===== src/rtl/spike_event_packer.sv =====
// rtl/spike_event_packer.sv - captures spike events from a time-multiplexed neuron pool into a tagged FIFO with sweep/window counts
//
// Ports:
//   rawclk          clock, rising edge
//   reset_sim       synchronous active-low reset
//   enable          run request (low forces IDLE)
//   clear           synchronous clear of FIFO, counters and flags
//   neuronCounter   pool counter: [1:0] phase, [NN+2:2] neuron index
//   spike_in        spike flag of current neuron, valid in phase 3
//   window_sweeps   sweeps per accumulation window (0 treated as 1)
//   sweep_count     spike total of last completed sweep
//   sweep_done      one-cycle pulse when sweep_count updates
//   window_count    spike total of last completed window
//   window_valid    one-cycle pulse when window_count updates
//   rd_data         FIFO head {sweep_tag, index}, zero when empty
//   rd_valid        FIFO not empty (first-word-fall-through)
//   rd_en           pop request
//   overflow        sticky: an event was dropped on a full FIFO
//   drop_count      saturating count of dropped events
module spike_event_packer #(
    parameter int NN      = 8,
    parameter int FIFO_AW = 4
) (
    input  logic          rawclk,
    input  logic          reset_sim,
    input  logic          enable,
    input  logic          clear,
    input  logic [NN+2:0] neuronCounter,
    input  logic          spike_in,
    input  logic [15:0]   window_sweeps,
    output logic [NN+1:0] sweep_count,
    output logic          sweep_done,
    output logic [31:0]   window_count,
    output logic          window_valid,
    output logic [15:0]   rd_data,
    output logic          rd_valid,
    input  logic          rd_en,
    output logic          overflow,
    output logic [15:0]   drop_count
);
    localparam int TW    = 15 - NN;
    localparam int DEPTH = 1 << FIFO_AW;

    localparam logic [1:0] S_IDLE = 2'd0;
    localparam logic [1:0] S_ARM  = 2'd1;
    localparam logic [1:0] S_RUN  = 2'd2;

    logic [1:0]         state;
    logic [NN+2:0]      nc_prev;
    logic [NN+1:0]      sweep_acc;
    logic [TW-1:0]      sweep_tag;
    logic [15:0]        win_cnt;
    logic [15:0]        win_target;
    logic               win_open;
    logic [31:0]        win_sum;
    logic [31:0]        win_hold;
    logic               win_pend;
    logic [15:0]        mem [DEPTH];
    logic [FIFO_AW:0]   wr_ptr;
    logic [FIFO_AW:0]   rd_ptr;

    logic [NN:0]        idx;
    logic               strobe;
    logic               capture;
    logic               last_idx;
    logic               push;
    logic               pop;
    logic               fifo_empty;
    logic               fifo_full;
    logic [NN+1:0]      acc_next;
    logic [15:0]        target_eff;
    logic [32:0]        win_add;
    logic [31:0]        win_total;

    always_comb begin
        idx        = neuronCounter[NN+2:2];
        // A strobe needs phase 3 and a counter value that actually changed,
        // so a stalled counter never re-samples the same neuron.
        strobe     = (neuronCounter[1:0] == 2'b11) && (neuronCounter != nc_prev);
        // ARM only synchronises on index 0; that strobe is itself captured.
        capture    = enable && strobe &&
                     ((state == S_RUN) || ((state == S_ARM) && (idx == '0)));
        last_idx   = (idx == '1);
        push       = capture && spike_in;
        fifo_empty = (wr_ptr == rd_ptr);
        fifo_full  = (wr_ptr[FIFO_AW] != rd_ptr[FIFO_AW]) &&
                     (wr_ptr[FIFO_AW-1:0] == rd_ptr[FIFO_AW-1:0]);
        pop        = rd_en && !fifo_empty;
        acc_next   = sweep_acc;
        if (push && (sweep_acc != '1)) begin
            acc_next = sweep_acc + (NN+2)'(1);
        end
        // The target is frozen at the first capture of a window.
        target_eff = win_open ? win_target :
                     ((window_sweeps == 16'd0) ? 16'd1 : window_sweeps);
        win_add    = {1'b0, win_sum} + 33'(acc_next);
        win_total  = win_add[32] ? 32'hFFFF_FFFF : win_add[31:0];
        rd_valid   = !fifo_empty;
        rd_data    = fifo_empty ? 16'h0000 : mem[rd_ptr[FIFO_AW-1:0]];
    end

    always_ff @(posedge rawclk) begin
        if (!reset_sim) begin
            state        <= S_IDLE;
            nc_prev      <= '0;
            sweep_acc    <= '0;
            sweep_tag    <= '0;
            win_cnt      <= '0;
            win_target   <= '0;
            win_open     <= 1'b0;
            win_sum      <= '0;
            win_hold     <= '0;
            win_pend     <= 1'b0;
            wr_ptr       <= '0;
            rd_ptr       <= '0;
            sweep_count  <= '0;
            sweep_done   <= 1'b0;
            window_count <= '0;
            window_valid <= 1'b0;
            overflow     <= 1'b0;
            drop_count   <= '0;
        end else begin
            nc_prev      <= neuronCounter;
            sweep_done   <= 1'b0;
            // Window result trails sweep_done by one cycle via win_pend.
            window_valid <= win_pend;
            win_pend     <= 1'b0;
            if (win_pend) begin
                window_count <= win_hold;
            end

            if (!enable) begin
                state <= S_IDLE;
            end else if (state == S_IDLE) begin
                state <= S_ARM;
            end else if (capture) begin
                state <= S_RUN;
            end

            if (clear) begin
                wr_ptr     <= '0;
                rd_ptr     <= '0;
                overflow   <= 1'b0;
                drop_count <= '0;
                sweep_acc  <= '0;
                sweep_tag  <= '0;
                win_sum    <= '0;
                win_cnt    <= '0;
                win_open   <= 1'b0;
            end else begin
                if (pop) begin
                    rd_ptr <= rd_ptr + (FIFO_AW+1)'(1);
                end
                // A simultaneous pop frees the slot, so a full FIFO still accepts.
                if (push) begin
                    if (!fifo_full || pop) begin
                        mem[wr_ptr[FIFO_AW-1:0]] <= {sweep_tag, idx};
                        wr_ptr <= wr_ptr + (FIFO_AW+1)'(1);
                    end else begin
                        overflow <= 1'b1;
                        if (drop_count != 16'hFFFF) begin
                            drop_count <= drop_count + 16'd1;
                        end
                    end
                end

                if (!enable) begin
                    sweep_acc <= '0;
                    win_sum   <= '0;
                    win_cnt   <= '0;
                    win_open  <= 1'b0;
                end else if (capture) begin
                    if (!win_open) begin
                        win_open   <= 1'b1;
                        win_target <= target_eff;
                    end
                    if (last_idx) begin
                        sweep_count <= acc_next;
                        sweep_done  <= 1'b1;
                        sweep_acc   <= '0;
                        sweep_tag   <= sweep_tag + TW'(1);
                        if ((win_cnt + 16'd1) == target_eff) begin
                            win_hold <= win_total;
                            win_pend <= 1'b1;
                            win_sum  <= '0;
                            win_cnt  <= '0;
                            win_open <= 1'b0;
                        end else begin
                            win_sum <= win_total;
                            win_cnt <= win_cnt + 16'd1;
                        end
                    end else begin
                        sweep_acc <= acc_next;
                    end
                end
            end
        end
    end
endmodule


===== config.mk =====
export PLATFORM = sky130hd
export DESIGN_NAME = spike_event_packer
export DESIGN_NICKNAME = d
export VERILOG_FILES = /design/src/rtl/spike_event_packer.sv
export SDC_FILE = /design/constraint.sdc
export NUM_CORES = 1
export LEC_CHECK = 0
export CELL_PAD_IN_SITES_DETAIL_PLACEMENT = 0
export CELL_PAD_IN_SITES_GLOBAL_PLACEMENT = 1
export CORE_ASPECT_RATIO = 1.2
export CORE_MARGIN = 4
export CORE_UTILIZATION = 50
export CTS_CLUSTER_DIAMETER = 50
export DETAILED_ROUTE_END_ITERATION = 6
export HOLD_SLACK_MARGIN = 0.15
export PLACE_DENSITY_LB_ADDON = 0.15
export SYNTH_ARGS = -nofsm -noshare
export SYNTH_HDL_FRONTEND = slang
export SYNTH_SLANG_ARGS = --single-unit

===== constraint.sdc =====
create_clock -name rawclk -period 6.84 [get_ports rawclk]
set_input_delay 1.026 -clock rawclk [delete_from_list [all_inputs] [get_ports rawclk]]
set_output_delay 1.026 -clock rawclk [all_outputs]
set_load 0.02 [all_outputs]

==> impl_metrics.ini, run 1 <==
[synth]
synth_area_leaders = edfxtp_1 39%, dfxtp_1 21%, mux4_2 9.2%, mux2i_1 3.6%, nor2_1 3.2%
synth_nets = 1538
ys_ff_latch = 459
synth_area_per_cell_um2 = 13.2
synthArstFlopShare = 0
synthCells = 1485
synth_area_um2 = 19600
yosysMostFrequentCell = edfxtp_1
synth_largest_area_cell = edfxtp_1
yosys_most_used_dff = edfxtp_1
yosys_warnings = 0
seq_area_frac_synth = 0.601
synth_common_cells = 256 x edfxtp_1, 203 x dfxtp_1, 166 x nor2_1, 92 x nand2_1, 80 x mux4_2
synth_cell_types = 69
synth_top_area_frac = 0.393
synth_edf_count = 256

[routing]
routed_wl_um = 45800
firstDrtPassIters = 5
drt_iter0_drc = 862
wire_per_inst_um = 21.1
drtAntennaViolNets = 0
drcViolationCount = 0
vias = 12172
routed_via_density = 5.61

[grt]
grt_pass1_vias = 12388
grt-ovfl-total = 0
antenna_found_initial = 0
grt_pass1_wl_um = 72200
grt_use_total = 0.218
grt_max_degree = 58

[clock_tree]
cts_setup_buffers = 0
cts_buffers = 49
worstSkewPairLatency_ns = 0.57
cts_tree = built
cts_buffer_depth = 3
cts_root_buffer = clkbuf_16
clkTransAtPathRegs_ns = 0.06
htreeDepth = 2
cts_resized = 0
holdBufCountCts = 0
cts_sinks = 459

[critical_path]
critPathMaxStageDelay_ns = 0.75
cpMostUsedCell = nor2_1
crit_family = simple AND/OR/NAND/NOR gates
crit_path_end_kind = register
cp_cell_sequence = clkdlybuf4s50_1 > nor3_1 > a31o_2 > nand4_1 > or4b_1 > nor2_1 > nand2_1 > xnor2_1 > ha_1 > and2_1 > a221oi_1 > a21oi_1 > o41ai_4 > nor2_1 > and3_1 > o31ai_1 > o21ai_0
cp_slowest_cell = clkdlybuf4s50_1
critPathArrivalTime_ns = 6.34
crit_buf_inv = 1
critPathKind = in -> reg
cp_data_required_time_ns = 7.26
crit_path_start_kind = input port
critPathMaxFanout = 20

[place]
io_buffers = 110
place_inst = 2077
dp_hpwl_um = 29200
place.gp.congestion = 0.828

[final_layout]
fillers = 3198
syn_to_final_growth_pct = 16.8
antenna_cells = 0
finalNonFillerCells = 2168
nNetsFinal = 1655
layout-drive-gt1-share = 0.144

[timing]
setup_viol = 0
max-slew-margin-rel = 0.160
skew_ns = 0.0249
rsz0062_at_grt = no
post-route-period-util = 0.866
tns_ns = 0
max_freq_ghz = 0.169
hold_viol_final = 0
tightest_slew_ns = 1.26
fin_crit_ns = 5.92
drv_slew = 0

[pwr]
ir_drop_mv = 0.206
leakage_nw = 7.85
power.density_nw_per_um2 = 249

[floorplanning]
die_h_um = 225
row_count = 79
dieArea_um2 = 42400
core_area_um2 = 38700
pin_count = 111
initial_utilization = 0.505
die_x_um = 189

[min_path]
hold_path_class = reg -> reg

[outcome]
status = completed

[job]
drv_cap = 0
cell families after synthesis:
family	synth area share
simple gates	0.127
fa+ha+maj	0.0132
mux	0.128
buf+inv	0.0235
flops	0.601
compound gates	0.0621
xor+xnor	0.0457
area by class of cell:
class                   count  area [um^2]  share of cell area
multi-input cells         929         7360               0.322
well taps                 526          658              0.0288
clock inverters            29          320              0.0140
flip-flops and latches    459        11800               0.514
repair buffers            144         1350              0.0591
clock buffers              62         1350              0.0589
inverters                  19         71.3             0.00312
worst paths after layout:
path,startpoint,endpoint,slack (ns),cells after the start
setup reg to reg,state[1],win_sum[31],1.92,16
setup / recovery,neuronCounter[8],win_sum[31],0.92,17
hold reg to reg,win_hold[18],win_hold[18],0.45,2
hold / removal,win_hold[18],win_hold[18],0.45,2
per-layer routing:
metal	track usage	up-vias	routed length, um
li1	-	5765	-
met1	0.291	6092	19700
met2	0.379	258	23400
met3	0.0346	57	1840
met4	0.0522	0	922
met5	0	-	0
where the power goes:
group,switching [mW],internal (mW)
Clock,1.10,1.60
Sequential,0.00174,2.90
Combinational,0.0604,0.0362
stage by stage:
stage	hold WS [ns]	power (mW)	util	area [um^2]	worst slack, ns
2_1_floorplan	0.428	3.00	-	19600	1.83
3_3_place_gp	0.441	3.06	0.547	21200	0.546
3_5_place_dp	0.446	3.06	0.547	21200	0.321
4_1_cts	0.455	5.75	0.590	22900	0.901
5_1_grt	0.485	5.88	0.590	22900	0.439
6_report	0.454	5.70	0.590	22900	0.920
worst min-delay path, cell delays in order, from the launching register on:
cell     delay (ns)
dfxtp_1        0.31
nand2_1        0.05
o21ai_1        0.05
flip-flops by register name (all words and copies together), names as in the netlist, 7 cells and up, named ones only:
name	count
win_hold	32
sweep_count	10
window_count	32
win_cnt	16
win_sum	32
sweep_tag	7
nc_prev	11
mem	256
sweep_acc	10
drop_count	16
win_target	16
cell usage in the layout, fill, tap and decap left out, types with 34 or more instances in the layout:
cell type,n
mux2i_1,70
mux4_2,80
xor2_1,51
dfxtp_1,199
xnor2_1,51
nand2_1,92
edfxtp_1,256
o21ai_0,49
clkbuf_16,50
nor2_1,166
clkdlybuf4s50_1,109
and2_1,38
nand3_1,42
buf_4,34
No activity file was read; power rests on OpenSTA's default activity.
==> inputs of run 2 (changes only) <==
Settings changed: CORE_ASPECT_RATIO 1.2 to 0.75, TNS_END_PERCENT set to 10.
==> impl_metrics.ini, run 2 (synthesis gave the netlist of run 1 again) <==
[outcome]
status = completed

[critical_path]
critPathMaxStageDelay_ns = 0.80
r2r-start = state[1]
reg2reg_slack_ns = 1.74
critPathKind = in -> reg
cp_data_required_time_ns = 7.30
crit_path_start_kind = input port
startpoint = neuronCounter[3]
worstReg2RegEnd = win_hold[29]
crit_buf_inv = 3
cp_cell_sequence = clkdlybuf4s50_1 > nor4_1 > a31o_2 > nand4_1 > or4b_1 > xnor2_1 > ha_1 > inv_1 > fa_1 > nor2b_1 > o211ai_1 > a21oi_1 > o41ai_4 > or3_1 > buf_4 > nand3_1 > o21ai_0 > o41ai_2
cp_slowest_cell = or4b_1
worstRegToRegCells = 17
critPathArrivalTime_ns = 6.50
critPathMaxFanout = 12
crit_family = simple AND/OR/NAND/NOR gates
crit_path_end_kind = register

[job]
drv_cap = 0

[clock_tree]
worstSkewPairLatency_ns = 0.57
cts_setup_buffers = 0
cts_sinks = 459
htreeDepth = 2
cts_resized = 0
cts_root_buffer = clkbuf_16
holdBufCountCts = 0
cts_buffer_depth = 3
cts_tree = built
cts_buffers = 46
clkTransAtPathRegs_ns = 0.06

[place]
dp_hpwl_um = 29900
io_buffers = 110
place.gp.congestion = 0.835
postPlaceCellArea_um2 = 21200

[final_layout]
mostFrequentLayoutCell = edfxtp_1
antenna_cells = 0
syn_to_final_growth_pct = 16.1
utilization = 0.590
layout-drive-gt1-share = 0.141
largest_register_ffs = 256
most-common-layout-cells = 256 x edfxtp_1, 199 x dfxtp_1, 166 x nor2_1
design_area_um2 = 22700
fillers = 3124
multi_input_area_um2 = 7360
final-seq-area_um2 = 11800
nNetsFinal = 1659

[routing]
wire_per_inst_um = 21.9
routed_via_density = 5.73
drt_iter0_drc = 1154
drtAntennaViolNets = 0
routed_wl_um = 47100
vias = 12346
drcViolationCount = 0
firstDrtPassIters = 7

[timing]
tns_ns = 0
drv_slew = 0
rsz0062_at_grt = no
fin_crit_ns = 6.04
tightest_slew_ns = 1.11
max-slew-margin-rel = 0.261
skew_ns = 0.0195
hold_viol_final = 0
setup_viol = 0
post-route-period-util = 0.883
max_freq_ghz = 0.166

[floorplanning]
pin_count = 111
initial_utilization = 0.509
row_count = 62
dieArea_um2 = 42400
die_x_um = 236
die_h_um = 179
core_area_um2 = 38500

[grt]
grt-ovfl-total = 0
grt_use_total = 0.220
grt_pass1_vias = 11879
antenna_found_initial = 0
grt_pass1_wl_um = 72100
grt_max_degree = 75

[min_path]
hold_path_class = reg -> reg
hold_end = sweep_count[9]
hp-start = sweep_count[9]
min_path_cells = 2

[pwr]
finalPower_mw = 5.46
ir_drop_mv = 0.176
power.density_nw_per_um2 = 241
leakage_nw = 7.79
[run 2: layer usage]
metal,up-vias,global-route usage,wire (um)
li1,5760,-,-
met1,6150,0.347,23100
met2,384,0.321,20200
met3,52,0.0401,3030
met4,0,0.0455,750
met5,-,0,0
[run 2: worst max path at each step]
stage / endpoint / slack, ns / depth (start not counted)
floorplan: win_sum[2] / 1.83 / 18
global placement: win_hold[29] / 0.40 / 18
detailed placement: win_hold[29] / 0.22 / 18
CTS: win_hold[29] / 0.83 / 18
global route: win_hold[29] / 0.50 / 18
finish: win_hold[29] / 0.80 / 18
[run 2: worst register-to-register path, cell delays in order (launching register included)]
cell	delay (ns)
dfxtp_1	0.32
nor4b_1	0.30
a31o_2	0.20
nand4_1	0.22
or4b_1	0.80
xnor2_1	0.42
ha_1	0.27
inv_1	0.06
fa_1	0.37
nor2b_1	0.20
o211ai_1	0.13
a21oi_1	0.31
o41ai_4	0.10
or3_1	0.61
buf_4	0.30
nand3_1	0.08
o21ai_0	0.11
o41ai_2	0.21
[run 2: report_power, final]
group / internal (mW) / switching (mW)
Sequential: 2.90 / 0.00169
Combinational: 0.0359 / 0.0600
Clock: 1.42 / 1.05
Total: 4.36 / 1.11
[run 2: metrics by stage]
stage	setup WS, ns	hold slack (ns)	instances
final	0.799	0.453	2155
after global routing	0.505	0.483	2155
after CTS	0.834	0.454	2155
after detailed placement	0.224	0.446	2070
after global placement	0.398	0.438	2070
after floorplan	1.83	0.428	1485
[run 2: layout make-up]
class	instances	share of cell area
tap	512	0.0282
inverter	19	0.00314
clock inverter	15	0.00689
clock buffer	70	0.0582
timing repair buffer	151	0.0618
sequential	459	0.518
multi-input combinational	929	0.324
